**src/rtl/fpadd_pkg.sv**
```systemverilog
// Shared definitions for the FP-adder feeder.
//   FEEDER_DEPTH   : default entry count of the pair and result FIFOs
//   pair_t         : one operand pair {a, b}, IEEE-754 single each
//   feeder_state_t : issue sequencer states
package fpadd_pkg;

  localparam int unsigned FEEDER_DEPTH = 4;

  typedef struct packed {
    logic [31:0] a;
    logic [31:0] b;
  } pair_t;

  typedef enum logic [1:0] {
    ARM,
    SEND_A,
    SEND_B
  } feeder_state_t;

endpackage

```
**src/rtl/fpadd_sync_fifo.sv**
```systemverilog
// Synchronous FIFO, power-of-two depth, head visible combinationally.
//   clock, nreset      : rising-edge clock, async active-low reset
//   push, push_data    : write request / data
//   pop                : read request (ignored when empty)
//   head               : entry at read pointer
//   count, full, empty : occupancy and flags
module fpadd_sync_fifo #(
  parameter int unsigned WIDTH = 32,
  parameter int unsigned DEPTH = 4
) (
  input  logic                     clock,
  input  logic                     nreset,
  input  logic                     push,
  input  logic [WIDTH-1:0]         push_data,
  input  logic                     pop,
  output logic [WIDTH-1:0]         head,
  output logic [$clog2(DEPTH):0]   count,
  output logic                     full,
  output logic                     empty
);

  localparam int unsigned AW = $clog2(DEPTH);
  localparam int unsigned CW = AW + 1;

  logic [WIDTH-1:0] mem_q [DEPTH];
  logic [WIDTH-1:0] mem_d [DEPTH];
  logic [AW-1:0]    wr_ptr_q, wr_ptr_d;
  logic [AW-1:0]    rd_ptr_q, rd_ptr_d;
  logic [CW-1:0]    count_q, count_d;
  logic             wr_en, rd_en;

  assign full  = (count_q == CW'(DEPTH));
  assign empty = (count_q == '0);
  assign count = count_q;
  assign head  = mem_q[rd_ptr_q];

  // A pop frees the head slot this cycle, so a push is accepted even when full.
  assign rd_en = pop & ~empty;
  assign wr_en = push & (~full | rd_en);

  always_comb begin
    mem_d    = mem_q;
    wr_ptr_d = wr_ptr_q;
    rd_ptr_d = rd_ptr_q;
    if (wr_en) begin
      mem_d[wr_ptr_q] = push_data;
      wr_ptr_d        = wr_ptr_q + AW'(1);
    end
    if (rd_en) begin
      rd_ptr_d = rd_ptr_q + AW'(1);
    end
    count_d = count_q + CW'(wr_en) - CW'(rd_en);
  end

  always_ff @(posedge clock or negedge nreset) begin
    if (!nreset) begin
      mem_q    <= '{default: '0};
      wr_ptr_q <= '0;
      rd_ptr_q <= '0;
      count_q  <= '0;
    end else begin
      mem_q    <= mem_d;
      wr_ptr_q <= wr_ptr_d;
      rd_ptr_q <= rd_ptr_d;
      count_q  <= count_d;
    end
  end

endmodule

```
**src/rtl/fpadd_feeder.sv**
```systemverilog
// Feeds buffered operand pairs to a serial FP adder over a single operand
// bus and collects the sums in order.
//   clock, nreset        : rising-edge clock, async active-low reset
//   in_valid/in_ready    : operand-pair handshake, in_a/in_b operands
//   add_ready            : adder loop marker (high 2 cycles per loop)
//   add_opnd             : serial operand bus (A then B), 0 when idle
//   add_sum              : adder sum from the previous loop
//   res_valid/res_ready  : result handshake, res_data = result FIFO head
//   busy                 : pairs buffered, sequence in flight or sum pending
module fpadd_feeder
  import fpadd_pkg::*;
#(
  parameter int unsigned DEPTH = FEEDER_DEPTH
) (
  input  logic        clock,
  input  logic        nreset,
  input  logic        in_valid,
  output logic        in_ready,
  input  logic [31:0] in_a,
  input  logic [31:0] in_b,
  input  logic        add_ready,
  output logic [31:0] add_opnd,
  input  logic [31:0] add_sum,
  output logic        res_valid,
  input  logic        res_ready,
  output logic [31:0] res_data,
  output logic        busy
);

  localparam int unsigned CW = $clog2(DEPTH) + 1;

  feeder_state_t state_q, state_d;
  logic          rdy_q, rdy_d;
  logic          outstanding_q, outstanding_d;
  logic [31:0]   add_opnd_q, add_opnd_d;
  logic [31:0]   b_q, b_d;
  logic          busy_q, busy_d;

  pair_t         pair_in, pair_head;
  logic [CW-1:0] pair_count, res_count, res_after, pair_cnt_next;
  logic          pair_full, pair_empty, res_full, res_empty;
  logic          pair_push, issue, res_pop;
  logic          rise, capture, credit_ok;

  assign pair_in   = '{a: in_a, b: in_b};
  assign pair_push = in_valid & in_ready;
  assign res_pop   = res_valid & res_ready;

  assign rise    = add_ready & ~rdy_q;
  assign capture = rise & outstanding_q;

  // Issue only when the result FIFO still has room for this pair's sum once
  // any sum captured on this same rise is counted.
  assign res_after = res_count + CW'(capture);
  assign credit_ok = ~res_full & (res_after < CW'(DEPTH));

  fpadd_sync_fifo #(.WIDTH(64), .DEPTH(DEPTH)) u_pair_fifo (
    .clock     (clock),
    .nreset    (nreset),
    .push      (pair_push),
    .push_data (pair_in),
    .pop       (issue),
    .head      (pair_head),
    .count     (pair_count),
    .full      (pair_full),
    .empty     (pair_empty)
  );

  fpadd_sync_fifo #(.WIDTH(32), .DEPTH(DEPTH)) u_res_fifo (
    .clock     (clock),
    .nreset    (nreset),
    .push      (capture),
    .push_data (add_sum),
    .pop       (res_pop),
    .head      (res_data),
    .count     (res_count),
    .full      (res_full),
    .empty     (res_empty)
  );

  always_comb begin
    state_d       = state_q;
    rdy_d         = add_ready;
    outstanding_d = outstanding_q;
    add_opnd_d    = '0;
    b_d           = b_q;
    issue         = 1'b0;

    if (capture) begin
      outstanding_d = 1'b0;
    end

    unique case (state_q)
      ARM: begin
        if (rise && !pair_empty && credit_ok) begin
          issue      = 1'b1;
          add_opnd_d = pair_head.a;
          b_d        = pair_head.b;
          state_d    = SEND_A;
        end
      end
      SEND_A: begin
        add_opnd_d = b_q;
        state_d    = SEND_B;
      end
      SEND_B: begin
        outstanding_d = 1'b1;
        state_d       = ARM;
      end
      default: state_d = ARM;
    endcase

    // busy is registered, so it is built from next-cycle values.
    pair_cnt_next = pair_count + CW'(pair_push) - CW'(issue);
    busy_d        = (pair_cnt_next != '0) | (state_d != ARM) | outstanding_d;
  end

  always_ff @(posedge clock or negedge nreset) begin
    if (!nreset) begin
      state_q       <= ARM;
      rdy_q         <= 1'b0;
      outstanding_q <= 1'b0;
      add_opnd_q    <= '0;
      b_q           <= '0;
      busy_q        <= 1'b0;
    end else begin
      state_q       <= state_d;
      rdy_q         <= rdy_d;
      outstanding_q <= outstanding_d;
      add_opnd_q    <= add_opnd_d;
      b_q           <= b_d;
      busy_q        <= busy_d;
    end
  end

  assign in_ready  = ~pair_full;
  assign res_valid = ~res_empty;
  assign add_opnd  = add_opnd_q;
  assign busy      = busy_q;

endmodule

```
**config.mk**
```make
export PLATFORM = sky130hd
export DESIGN_NAME = fpadd_feeder
export DESIGN_NICKNAME = d
export VERILOG_FILES = /design/src/rtl/fpadd_pkg.sv /design/src/rtl/fpadd_sync_fifo.sv /design/src/rtl/fpadd_feeder.sv
export SDC_FILE = /design/constraint.sdc
export NUM_CORES = 1
export LEC_CHECK = 0
export CORE_MARGIN = 2
export CORE_UTILIZATION = 60
export CTS_BUF_LIST = sky130_fd_sc_hd__clkbuf_8
export CTS_CLUSTER_DIAMETER = 100
export DETAILED_ROUTE_END_ITERATION = 6
export HOLD_SLACK_MARGIN = 0.1
export PLACE_DENSITY = 0.82
export SETUP_SLACK_MARGIN = 0.5
export SYNTH_ARGS = -nofsm -noshare
export SYNTH_HDL_FRONTEND = slang
export SYNTH_SLANG_ARGS = --single-unit
```
**constraint.sdc**
```tcl
create_clock -name clock -period 3.78 [get_ports clock]
set_clock_uncertainty 0.15 [all_clocks]
set_input_delay 0.378 -clock clock [delete_from_list [all_inputs] [get_ports clock]]
set_output_delay 0.378 -clock clock [all_outputs]
set_load 0.05 [all_outputs]
```
==> impl_metrics.ini, run 1 <==
[outcome]
outcome = complete, no violations

[critical_path]
worst_r2r_startpoint = u_pair_fifo.count[1]
worstPathRequired_ns = 3.25
critPathKind = reg2out
worst_path_max_delay_cell = sky130_fd_sc_hd__clkdlybuf4s50_1
crit_path_end_kind = output pin
r2r-end = busy
cp_num_cells = 3
critical-path-max-stage-delay_ns = 0.84
ff2ff_setup_slack_ns = 0.79
worst_ep_arrival_time_ns = 2.59
critPathMaxFanout = 31
worst_reg2reg_path_length_in_cells = 7
crit_chain = buf_4 > mux4_2 > clkdlybuf4s50_1
setup.worst_path.start_class = register
cp-startpoint = u_res_fifo.rd_ptr_q[1]
crit_family = buffers and inverters
crit_buf_inv = 2

[route]
postRouteWirelength_um = 40300
remaining_drc_errors = 0
ant_nets = 0
routed-via-count = 10800
vias_per_cell = 5.81
drt-initial-drc-count = 551
first_pass_iters = 4
avgRoutedWirePerCell_um = 21.8

[yosys]
library_cell_occupying_the_most_area_in_the_post_synthesis_netlist = sky130_fd_sc_hd__dfrtp_1
yosys_register_bits = 467
ys_seq_area_share_pct = 56.9
synthesis.area_per_instance_um2 = 17.7
synth_nets = 1276
netlist-cell-type-count = 36
syn-cell-area_um2 = 20500
synth_top_cells_by_area = sky130_fd_sc_hd__dfrtp_1 57%, sky130_fd_sc_hd__mux2_1 16%, sky130_fd_sc_hd__mux4_2 11%, sky130_fd_sc_hd__mux2_4 8.8%, sky130_fd_sc_hd__a22o_1 1.4%
synthesis.instances = 1159
ys.warnings.count = 0
synth_top_cell_area_share_pct = 56.9

[final_layout]
fillCellCount = 2168
finalNetCount = 1468
sequential_cell_area_um2 = 11700
layout.cells.most_common_list = 464 x sky130_fd_sc_hd__dfrtp_1, 296 x sky130_fd_sc_hd__mux2_1, 164 x sky130_fd_sc_hd__clkdlybuf4s50_1, 120 x sky130_fd_sc_hd__mux2_4, 96 x sky130_fd_sc_hd__mux4_2
multi_input_area_um2 = 8230
area_growth_pct = 16.0
drive_gt1_share_pct = 24.6
layout.cell_area.non_filler_um2 = 23800
mostFrequentLayoutCell = sky130_fd_sc_hd__dfrtp_1

[power_and_ir_drop]
power_density_nw_per_um2 = 898
vdd_drop_max_v = 0.000646
cellLeakagePower_nw = 10.8

[placement]
detailed_place_hpwl_um = 23900
detailed_place.area_um2 = 22400
count_of_port_buffers_added_during_placement = 167
gpl.final_weighted_congestion = 0.732

[floorplanning]
start_util_pct = 61.1
die-width_um = 189
die_height_um = 189
std_cell_rows = 67
floorplan.core_area_um2 = 33600
floorplan.io_pins = 168
design.die.area_um2 = 35700

[sta]
period_minus_slack_ns = 3.12
pin_slew_with_the_least_headroom_to_its_limit_ns = 1.11
final_max_slew_viol_count = 0
hold_viol = 0
timing.slew.headroom_pct = 25.7
rsz0062_at_grt = false
finalSetupViolations = 0
finalSetupTns_ns = 0
final.period_utilization_pct = 82.6
timing.fmax_mhz = 320

[clocking]
clkLatencyLatePin_ns = 0.62
clock_path_buffers = 3
cts_sinks = 467
ctsRootBufferMaster = sky130_fd_sc_hd__clkbuf_8
cts_tree = done
htree_levels = 3
clk_pin_slew_worst_paths_ns = 0.06
cts-buffers-inserted = 76

[global_routing]
grt_max_degree = 113
grt_antenna_before_repair = 5
first_global_vias = 11900
grt-ovfl-total = 0
grt_use_total_pct = 23.7
grt_first_pass_wirelength_um = 65900

[min_path]
worst_hold_path_cells = 1
holdCritPathClass = in2reg
hold-path-endpoint = rdy_q
worst_hold_path_startpoint = add_ready

[flow_run]
timing.max_cap.violations = 0
==> what timing repair did <==
action                                  CTS  global route
setup buffers                             0             0
hold endpoints to repair                 78             0
endpoints found under the setup margin    0            16
hold buffers                              1             0
gates resized for setup                   0             3
==> layer usage <==
metal | routed length, µm | global-route usage [%] | vias up
li1 | - | - | 4684
met1 | 18100 | 32.8 | 5763
met2 | 19400 | 37.7 | 228
met3 | 2060 | 5.82 | 76
met4 | 750 | 6.85 | 8
met5 | 56 | 0 | -
==> synth_stat cells, drive strengths merged <==
| library cell | count |
|---|---|
| xor2 | 2 |
| o211ai | 1 |
| a31oi | 1 |
| or4 | 1 |
| mux4 | 96 |
| dfrtp | 467 |
| and4 | 1 |
| and3b | 1 |
| xnor2 | 10 |
| nand2 | 3 |
| and2 | 1 |
| or4b | 1 |
| nor2b | 1 |
| a22o | 33 |
| or3b | 1 |
| nor4b | 1 |
| inv | 16 |
| nand3 | 9 |
| o2111ai | 1 |
| o31a | 1 |
| buf | 58 |
| fa | 3 |
| clkbuf | 15 |
| mux2 | 417 |
| or3 | 3 |
| ha | 13 |
| nand2b | 1 |
| o21ai | 1 |
==> power breakdown <==
part	switching (W)	leakage, nW	internal (W)
logic	0.00390	4.26	0.00459
registers	0.00148	5.74	0.00743
clock network	0.00190	0.831	0.00208
total	0.00728	10.8	0.0141
==> final cells by class <==
type                    count  area share, %
flip-flops and latches    467           49.1
multi-input cells         603           34.5
repair buffers            187           7.98
clock buffers              87           5.03
well taps                 448           2.35
clock inverters            41          0.725
inverters                  16          0.252
diodes                      2         0.0210
==> cells by family after synthesis <==
logic type / synth area share, %
mux: 35.6
simple gates: 1.08
fa+ha+maj: 1.08
compound gates: 1.61
xor+xnor: 0.512
flops: 56.9
buf+inv: 3.22
==> sequential cells by signal (all words and copies together) (netlist names), 3 cells and up <==
register,cells
u_pair_fifo.mem_q,256
u_res_fifo.mem_q,128
add_opnd,32
b_q,32
u_pair_fifo.count,3
u_res_fifo.count,3
==> through the flow <==
| stage | utilization (%) | std cells | hold WS [ns] | power [W] | setup slack (ns) |
|---|---|---|---|---|---|
| final | 70.9 | 1851 | 0.150 | 0.0214 | 0.657 |
| after global routing | 70.8 | 1849 | 0.120 | 0.0226 | 0.539 |
| after CTS | 70.8 | 1849 | 0.108 | 0.0216 | 0.510 |
| after detailed placement | 66.7 | 1720 | 0.290 | 0.0175 | 0.478 |
| after global placement | 66.7 | 1720 | 0.284 | 0.0172 | 0.624 |
| after floorplan | - | 1159 | -0.0676 | 0.0151 | 0.748 |
==> how the worst max path moves through the flow <==
stage | endpoint | slack (ns)
floorplan | busy | 0.75
global placement | busy | 0.62
detailed placement | busy | 0.48
CTS | res_data[25] | 0.51
global route | res_data[31] | 0.54
finish | res_data[31] | 0.66
(Power assumes the default switching activity.)
==> inputs of run 2 (changes only) <==
Settings changed: CORE_UTILIZATION 60 to 54, PLACE_DENSITY 0.82 to 0.78.
Clock period 3.78 ns to 2.85 ns, I/O delays scaled along.
==> run 2 against run 1 <==
  * Power up 44%
  * First-iteration DRC count shrank 11%
  * Critical endpoint is now busy
  * Non-clock buffer count increased by 46
  * Critical path type is now reg2reg
==> impl_metrics.ini, run 2 (synthesized netlist as in run 1, its figures left out) <==
[outcome]
outcome = complete, no violations

[final_layout]
drive_gt1_share_pct = 30.9
layout.cells.most_common_list = 462 x sky130_fd_sc_hd__dfrtp_1, 296 x sky130_fd_sc_hd__mux2_1, 132 x sky130_fd_sc_hd__clkdlybuf4s50_1, 120 x sky130_fd_sc_hd__mux2_4, 103 x sky130_fd_sc_hd__clkbuf_8
largest-register = u_pair_fifo.mem_q
mostFrequentLayoutCell = sky130_fd_sc_hd__dfrtp_1
biggestRegsByFlops = u_pair_fifo.mem_q x256, u_res_fifo.mem_q x128
area_growth_pct = 23.0
finalNetCount = 1517
instances_no_fill = 1970
largest_reg_flops = 256
layout.cell_area.non_filler_um2 = 25300
fillCellCount = 2498

[clocking]
htree_levels = 3
cts_sinks = 467
clkLatencyLatePin_ns = 0.64
cts-buffers-inserted = 79
cts_tree = done
clk_pin_slew_worst_paths_ns = 0.06
ctsRootBufferMaster = sky130_fd_sc_hd__clkbuf_8
clock_path_buffers = 3

[flow_run]
timing.max_cap.violations = 0

[power_and_ir_drop]
totalPowerFinal_w = 0.0308
share_comb_of_total_power_pct = 42.7
power_density_nw_per_um2 = 1220
power_frac_clock_pct = 19.2
cellLeakagePower_nw = 11.5
vdd_drop_max_v = 0.000552
p_switching_w = 0.0103
power.switching_fraction_pct = 33.4
share_seq_of_total_power_pct = 38.1
internal_pwr_total_w = 0.0205

[sta]
rsz0062_at_grt = true
final.period_utilization_pct = 94.9
hold_viol = 0
final_max_slew_viol_count = 0
timing.fmax_mhz = 370
finalSetupViolations = 0
timing.slew.headroom_pct = 57.4
pin_slew_with_the_least_headroom_to_its_limit_ns = 0.638
period_minus_slack_ns = 2.70

[global_routing]
grt-ovfl-total = 0
grt_max_degree = 97
grt_first_pass_wirelength_um = 69200
grt_use_total_pct = 22.9
first_global_vias = 12400
grt_antenna_before_repair = 8

[critical_path]
r2r-end = busy
worst_reg2reg_path_length_in_cells = 8
setup.worst_path.start_class = register
crit_path_end_kind = register
worst_ep_arrival_time_ns = 3.07
critPathMaxFanout = 4
critPathKind = reg2reg
ff2ff_setup_slack_ns = 0.15
worstPathRequired_ns = 3.21
worst_r2r_startpoint = u_pair_fifo.count[1]
cp-startpoint = u_pair_fifo.count[1]

[placement]
detailed_place.area_um2 = 23200
detailed_place_hpwl_um = 26100
gpl.final_weighted_congestion = 0.738
post-place-cells = 1805
count_of_port_buffers_added_during_placement = 167

[min_path]
worst_hold_path_cells = 2
holdCritPathClass = in2reg
worst_hold_path_startpoint = in_a[1]
hold-path-endpoint = u_pair_fifo.mem_q[225]

[route]
vias_per_cell = 5.62
routed-via-count = 11100
drt-initial-drc-count = 488
avgRoutedWirePerCell_um = 22.3
postRouteWirelength_um = 43900
ant_nets = 0
first_pass_iters = 4
remaining_drc_errors = 0

[floorplanning]
floorplan.io_pins = 168
die_height_um = 199
die-width_um = 199
floorplan.core_area_um2 = 37600
std_cell_rows = 71
design.die.area_um2 = 39600
start_util_pct = 54.6
run 2: repair_timing:
item | CTS | global route
setup endpoints to repair | 35 | 77
buffers inserted | 5 | 9
gates resized for setup | 21 | 12
hold endpoints to repair | 468 | 0
hold buffers | 3 | 0
pin swaps | 3 | 6
gates cloned | 4 | 4
run 2: how the worst max path moves through the flow:
| stage | end | slack, ns | cells past startpoint |
|---|---|---|---|
| final | busy | 0.15 | 8 |
| after global routing | busy | 0.05 | 8 |
| after CTS | busy | 0.15 | 8 |
| after detailed placement | busy | -0.24 | 9 |
| after global placement | busy | -0.18 | 9 |
| after floorplan | busy | -0.08 | 10 |
run 2: worst max-delay path, stage by stage, from the launching register on:
cell and delay, ns:
sky130_fd_sc_hd__dfrtp_1 0.41, sky130_fd_sc_hd__or3_4 0.39, sky130_fd_sc_hd__o211ai_2 0.09, sky130_fd_sc_hd__inv_2 0.07, sky130_fd_sc_hd__xnor2_2 0.13, sky130_fd_sc_hd__ha_2 0.18, sky130_fd_sc_hd__fa_1 0.42, sky130_fd_sc_hd__or3_1 0.37
sky130_fd_sc_hd__or4_1 0.40
run 2: power groups by stage:
stage	logic [W]	registers, W	clock network (W)
global route	0.0140	0.0121	0.00640
detailed placement	0.0128	0.0118	0
finish	0.0132	0.0117	0.00592
global placement	0.0125	0.0115	0
CTS	0.0132	0.0117	0.00608
floorplan	0.00862	0.0115	0
run 2: stage by stage:
stage | util (%) | setup WS (ns) | hold slack [ns] | setup TNS, ns
final | 67.2 | 0.145 | 0.164 | 0
after global routing | 67.2 | 0.0491 | 0.139 | 0
after CTS | 66.6 | 0.153 | 0.113 | 0
after detailed placement | 61.8 | -0.237 | 0.131 | -0.237
after global placement | 61.8 | -0.175 | 0.127 | -0.175
after floorplan | - | -0.0782 | -0.161 | -0.0782
run 2: final cells by class:
type	count	area, µm²	area share, %
Antenna cell	4	10.0	0.0396
Clock buffer	103	1420	5.61
Clock inverter	33	160	0.634
Inverter	16	60.1	0.238
Multi-Input combinational cell	603	8260	32.7
Sequential cell	467	11700	46.3
Tap cell	511	639	2.53
Timing Repair Buffer	233	3010	11.9
run 2: per-layer routing:
layer,vias up,global-route usage [%],routed length (µm)
li1,4798,-,-
met1,5921,30.4,18700
met2,247,36.8,21600
met3,94,6.15,2370
met4,8,7.41,1140
met5,-,0,47
==> inputs of run 3 (changes only) <==
Settings changed: ABC_CLOCK_PERIOD_IN_PS from default to 2850.
==> results of run 3 <==
No change in the layout: final DEF, timing and power equal those of run 2.
==> RTL change 1, RTL diff (flow settings as in run 1) <==
Encoding of `feeder_state_t`: now one-hot (3 bits for 3 states).
--- a/src/rtl/fpadd_pkg.sv
+++ b/src/rtl/fpadd_pkg.sv
@@ -11,10 +11,10 @@
     logic [31:0] b;
   } pair_t;
 
-  typedef enum logic [1:0] {
-    ARM,
-    SEND_A,
-    SEND_B
+  typedef enum logic [2:0] {
+    ARM    = 3'b001,
+    SEND_A = 3'b010,
+    SEND_B = 3'b100
   } feeder_state_t;
 
 endpackage
Behaviour: no difference found for any inputs over 4 cycles, from zero or initial values and one cycle with nreset low; so few cycles prove little.
==> RTL change 1 against run 1 <==
Area after synthesis shrank 3.5%; sequential power fell by 11%; utilization rose by 1.6 points; worst setup slack improved by 0.012 ns; total power decreased by 17%; final area shrank 1.1%; sequential cell count is 1 higher; routed wire length shrank 0.43%; first-iteration DRC count is 14% lower.
==> RTL change 1: results (changes against run 1) <==
[placed_design]
gp_congestion = 0.739  ; +0.94%
numPortBuffers = 167  ; unchanged
dp_hpwl_um = 24900  ; +4.3%

[grt]
grtUsageMet2 = 0.401  ; +0.0241
grtUsageMet1 = 0.326  ; -0.00190
grt_pass1_wl_um = 64300  ; -2.5%
gr-usage-met3 = 0.0518  ; -0.00635
grt_start_max_net_pins = 105  ; -7.1%
gr-usage-all-layers = 0.243  ; +0.00634
antenna_found_initial = 5  ; unchanged
grt_pass1_vias = 11869  ; -0.093%

[setup_path]
cp_slowest_cell = clkdlybuf4s50_1
worstPathMaxFanout = 18  ; -42%
slowest_delay_ns = 0.73  ; -0.11 ns
timing.rr.start = u_res_fifo.count[1]$_DFF_PN0_
startpoint = u_res_fifo.rd_ptr_q[0]$_DFFE_PN0P_
crit_end = res_data[21]
r2r_cells = 9  ; +2
reg2reg_to = busy$_DFF_PN0_
arrival_ns = 2.58  ; about the same
reg2reg_slack_ns = 0.96  ; +0.17 ns

[yosys]
synth-compound-area-share = 0.0176  ; +0.00152
synth-seq-area-share = 0.591  ; +0.0217
synth_adder_area_share = 0.0112  ; +0.000389
syn_nets = 1278  ; +0.16%
synthMuxAreaShare = 0.345  ; -0.0105
ys_top_cells_by_area = dfrtp_1 59%, mux2_2 23%, mux4_2 11%, a22o_1 1.5%, buf_2 1.1%
yosys-top-cells-count = 467 x dfrtp_1, 409 x mux2_2, 96 x mux4_2, 45 x buf_2, 33 x a22o_1
synthXorXnorAreaFrac = 0.00530  ; +0.000183

[detailed_routing]
viasPerCell = 5.82  ; +0.18%
first_iter_violations = 476  ; -14%
routed_wl_um = 40100  ; -0.43%

[clock_tree]
h-tree-depth = 3  ; unchanged
worstSkewPairLatency_ns = 0.60  ; -0.02 ns
cts_root_buf = clkbuf_8

[finish]
nets = 1484  ; +1.1%
drive_above_1_share = 0.464  ; +0.218
fillCellCount = 2101  ; -3.1%
top_regs = u_pair_fifo.mem_q x256, u_res_fifo.mem_q x128

[pwr]
netSwitchingPower_uw = 5230  ; -28%
max-vdd-ir-drop_mv = 0.432  ; -33%
leakage_uw = 0.0106  ; -2.0%

[status]
run_status = finished, final reports clean

[min_path]
hold_path_depth = 1  ; unchanged

[sta]
worst_pin_slew_ns = 1.09  ; -0.0197 ns

==> RTL change 1: cell type report <==
type | instances | area share
sequential | 468 | 0.497
multi-input combinational | 609 | 0.327
timing repair buffer | 197 | 0.0845
clock buffer | 99 | 0.0578
tap | 442 | 0.0235
clock inverter | 30 | 0.00674
inverter | 15 | 0.00244
antenna | 4 | 0.000425
==> RTL change 1: layer usage <==
layer  wire [um]  share of wire  vias up
li1            -              -     4743
met1       17200           0.43     5804
met2       20200           0.50      243
met3        1960          0.049       62
met4         727          0.018        2
met5          11        0.00027        -
==> RTL change 1: cell families (layout without fill, tap and decap cells) <==
family,count (synthesis),after routing
flip-flops,468,468
AO/OA/AOI/OAI,39,39
AND/OR/NAND/NOR,30,30
buffers and inverters,84,341
adder cells (fa/ha/maj),16,16
other,0,4
XOR/XNOR,12,12
multiplexers,512,512
==> RTL change 1: metrics by stage <==
| step | power, uW | hold WS [ns] | instances | cell area [sq um] | worst slack [ns] |
|---|---|---|---|---|---|
| finish | 17700 | 0.174 | 1864 | 23600 | 0.669 |
| global route | 18600 | 0.162 | 1862 | 23600 | 0.539 |
| CTS | 17800 | 0.138 | 1860 | 23600 | 0.599 |
| detailed placement | 13500 | 0.313 | 1730 | 22000 | 0.618 |
| global placement | 13200 | 0.311 | 1730 | 22000 | 0.735 |
| floorplan | 11900 | -0.0676 | 1161 | 19800 | 1.10 |
==> RTL change 1: power groups by stage <==
| stage | logic (uW) | clock network (uW) | registers, uW |
|---|---|---|---|
| 5_1_grt | 5890 | 4640 | 8110 |
| 2_1_floorplan | 4340 | 0 | 7570 |
| 4_1_cts | 5540 | 4400 | 7900 |
| 6_report | 5450 | 4300 | 7910 |
| 3_3_place_gp | 5320 | 0 | 7860 |
| 3_5_place_dp | 5510 | 0 | 7970 |
==> RTL change 2, RTL diff (config.mk and constraints of run 1) <==
Without the edit above. Take the reset off `b_q` and load it in a clocked block of its own.
--- a/src/rtl/fpadd_feeder.sv
+++ b/src/rtl/fpadd_feeder.sv
@@ -121,16 +121,18 @@
       rdy_q         <= 1'b0;
       outstanding_q <= 1'b0;
       add_opnd_q    <= '0;
-      b_q           <= '0;
       busy_q        <= 1'b0;
     end else begin
       state_q       <= state_d;
       rdy_q         <= rdy_d;
       outstanding_q <= outstanding_d;
       add_opnd_q    <= add_opnd_d;
-      b_q           <= b_d;
       busy_q        <= busy_d;
     end
+  end
+
+  always_ff @(posedge clock) begin
+    b_q <= b_d;
   end
 
   assign in_ready  = ~pair_full;
Formal check against the unedited RTL: no difference found for any inputs over 4 cycles, from zero or initial values and one cycle with nreset low; that may be too few to reach the edited logic, so the function may still have changed.
==> RTL change 2 against run 1 <==
Sequential cell count unchanged; final area about the same; die area down 0.86%; critical path depth unchanged; combinational power up 1%; register-to-register slack better by 0.02 ns; cell count down 0.81%; total power up 1.4%; worst setup slack better by 0.10 ns; routed wire length up 0.60%; global-route usage up 0.37 points; area after synthesis down 0.87%.
==> RTL change 2: results (changes against run 1) <==
[finish]
top_regs = u_pair_fifo.mem_q x256, u_res_fifo.mem_q x128
fillCellCount = 2058  ; -5.1%
largest_register = u_pair_fifo.mem_q
drive_above_1_share = 0.446  ; +0.200
nets = 1443  ; -1.7%

[yosys]
ys_warn_count = 0  ; unchanged
yosys-top-cells-count = 435 x dfrtp_1, 250 x mux2_2, 120 x mux2_4, 96 x mux4_2, 33 x a22o_1
synth-compound-area-share = 0.0171  ; +0.00106
syn_nets = 1241  ; -2.7%
ys_top_cells_by_area = dfrtp_1 53%, mux2_2 14%, mux4_2 11%, mux2_4 8.9%, edfxtp_1 4.7%
async_reset_ff_frac = 0.931  ; -0.0685
synth_adder_area_share = 0.0109  ; +0.0000953
synth.distinct_cells = 39  ; +8.3%
synth_ff_type = dfrtp_1
synthMuxAreaShare = 0.341  ; -0.0146
synth-seq-area-share = 0.582  ; +0.0129
synthXorXnorAreaFrac = 0.00516  ; +0.0000450
synth_edf_count = 32  ; +32

[placed_design]
dp_hpwl_um = 24500  ; +2.3%
place_ws_ns = 0.427  ; -0.0509 ns
post_dp_cell_area_sq_mm = 0.0223  ; -0.35%
gp_congestion = 0.729  ; -0.53%

[clock_tree]
postCtsSetupBuffers = 0  ; unchanged
cts_made_buffers = 75  ; -1.3%
clk_pin_slew_ns = 0.06  ; about the same
cts.repair.resized = 14  ; +14
ctsHoldBuffers = 1  ; unchanged
worstSkewPairLatency_ns = 0.60  ; -0.02 ns
h-tree-depth = 3  ; unchanged

[detailed_routing]
top_layer_used = met5
routed_wl_um = 40600  ; +0.60%
first_iter_violations = 535  ; -2.9%
dr_wl_met2_um = 20000  ; +3.3%
met3_length_um = 2150  ; +4.4%
via_count = 10729  ; -0.28%
wl_met1_um = 17300  ; -4.3%

[grt]
grt_start_max_net_pins = 107  ; -5.3%
grtUsageMet2 = 0.394  ; +0.0164
grtUsageMet1 = 0.324  ; -0.00419
antenna_found_initial = 6  ; +1
gr-usage-met3 = 0.0518  ; -0.00642
gr-usage-all-layers = 0.241  ; +0.00369
grt_pass1_vias = 11941  ; +0.51%
grt_pass1_wl_um = 66300  ; +0.56%

[status]
run_status = finished, final reports clean

[pwr]
leakage_uw = 0.0109  ; +0.30%
max-vdd-ir-drop_mv = 0.560  ; -13%

[setup_path]
arrival_ns = 2.49  ; -0.10 ns
worstPathMaxFanout = 12  ; -61%

[sta]
slew_headroom = 0.263  ; +0.00616

==> RTL change 2: cell type report <==
cell class / instances / area (sq um) / area share
Antenna cell: 4 / 10.0 / 0.000420
Clock buffer: 87 / 1200 / 0.0503
Clock inverter: 48 / 239 / 0.0100
Inverter: 14 / 52.6 / 0.00221
Multi-Input combinational cell: 573 / 7900 / 0.332
Sequential cell: 467 / 11900 / 0.498
Tap cell: 448 / 561 / 0.0235
Timing Repair Buffer: 195 / 2000 / 0.0841
==> RTL change 2: worst paths after layout <==
| path | from | endpoint | slack, ns | cells after the start |
|---|---|---|---|---|
| max | u_res_fifo.rd_ptr_q[0]$_DFFE_PN0P_ | res_data[22] | 0.76 | 3 |
| min | add_ready | rdy_q$_DFF_PN0_ | 0.16 | 1 |
| max reg2reg | u_pair_fifo.count[1]$_DFF_PN0_ | busy$_DFF_PN0_ | 0.81 | 7 |
| min reg2reg | b_q[8]$_DFFE_PP_ | add_opnd[8]$_DFF_PN0_ | 0.31 | 1 |
| max in group asynchronous | nreset | u_pair_fifo.mem_q[14]$_DFFE_PN0P_ | 2.13 | 3 |
| min in group asynchronous | nreset | u_res_fifo.mem_q[103]$_DFFE_PN0P_ | 0.23 | 2 |
==> RTL change 2: through the flow <==
step / power [uW] / instances
after floorplan: 15400 / 1124
after global placement: 17400 / 1696
after detailed placement: 17800 / 1696
after CTS: 21900 / 1832
after global routing: 22800 / 1833
final: 21700 / 1836
==> RTL change 2: worst max-delay path: stages, from the launching register on <==
cell and delay (ns):
dfrtp_2 0.59, buf_4 0.34, mux4_2 0.53, dlygate4sd2_1 0.43
==> RTL change 2: power by group <==
part	internal [uW]	total (uW)	switching [uW]	leakage [uW]
clock	2170	4120	1950	0.000856
combinational	4800	8590	3800	0.00436
sequential	7500	8970	1470	0.00565
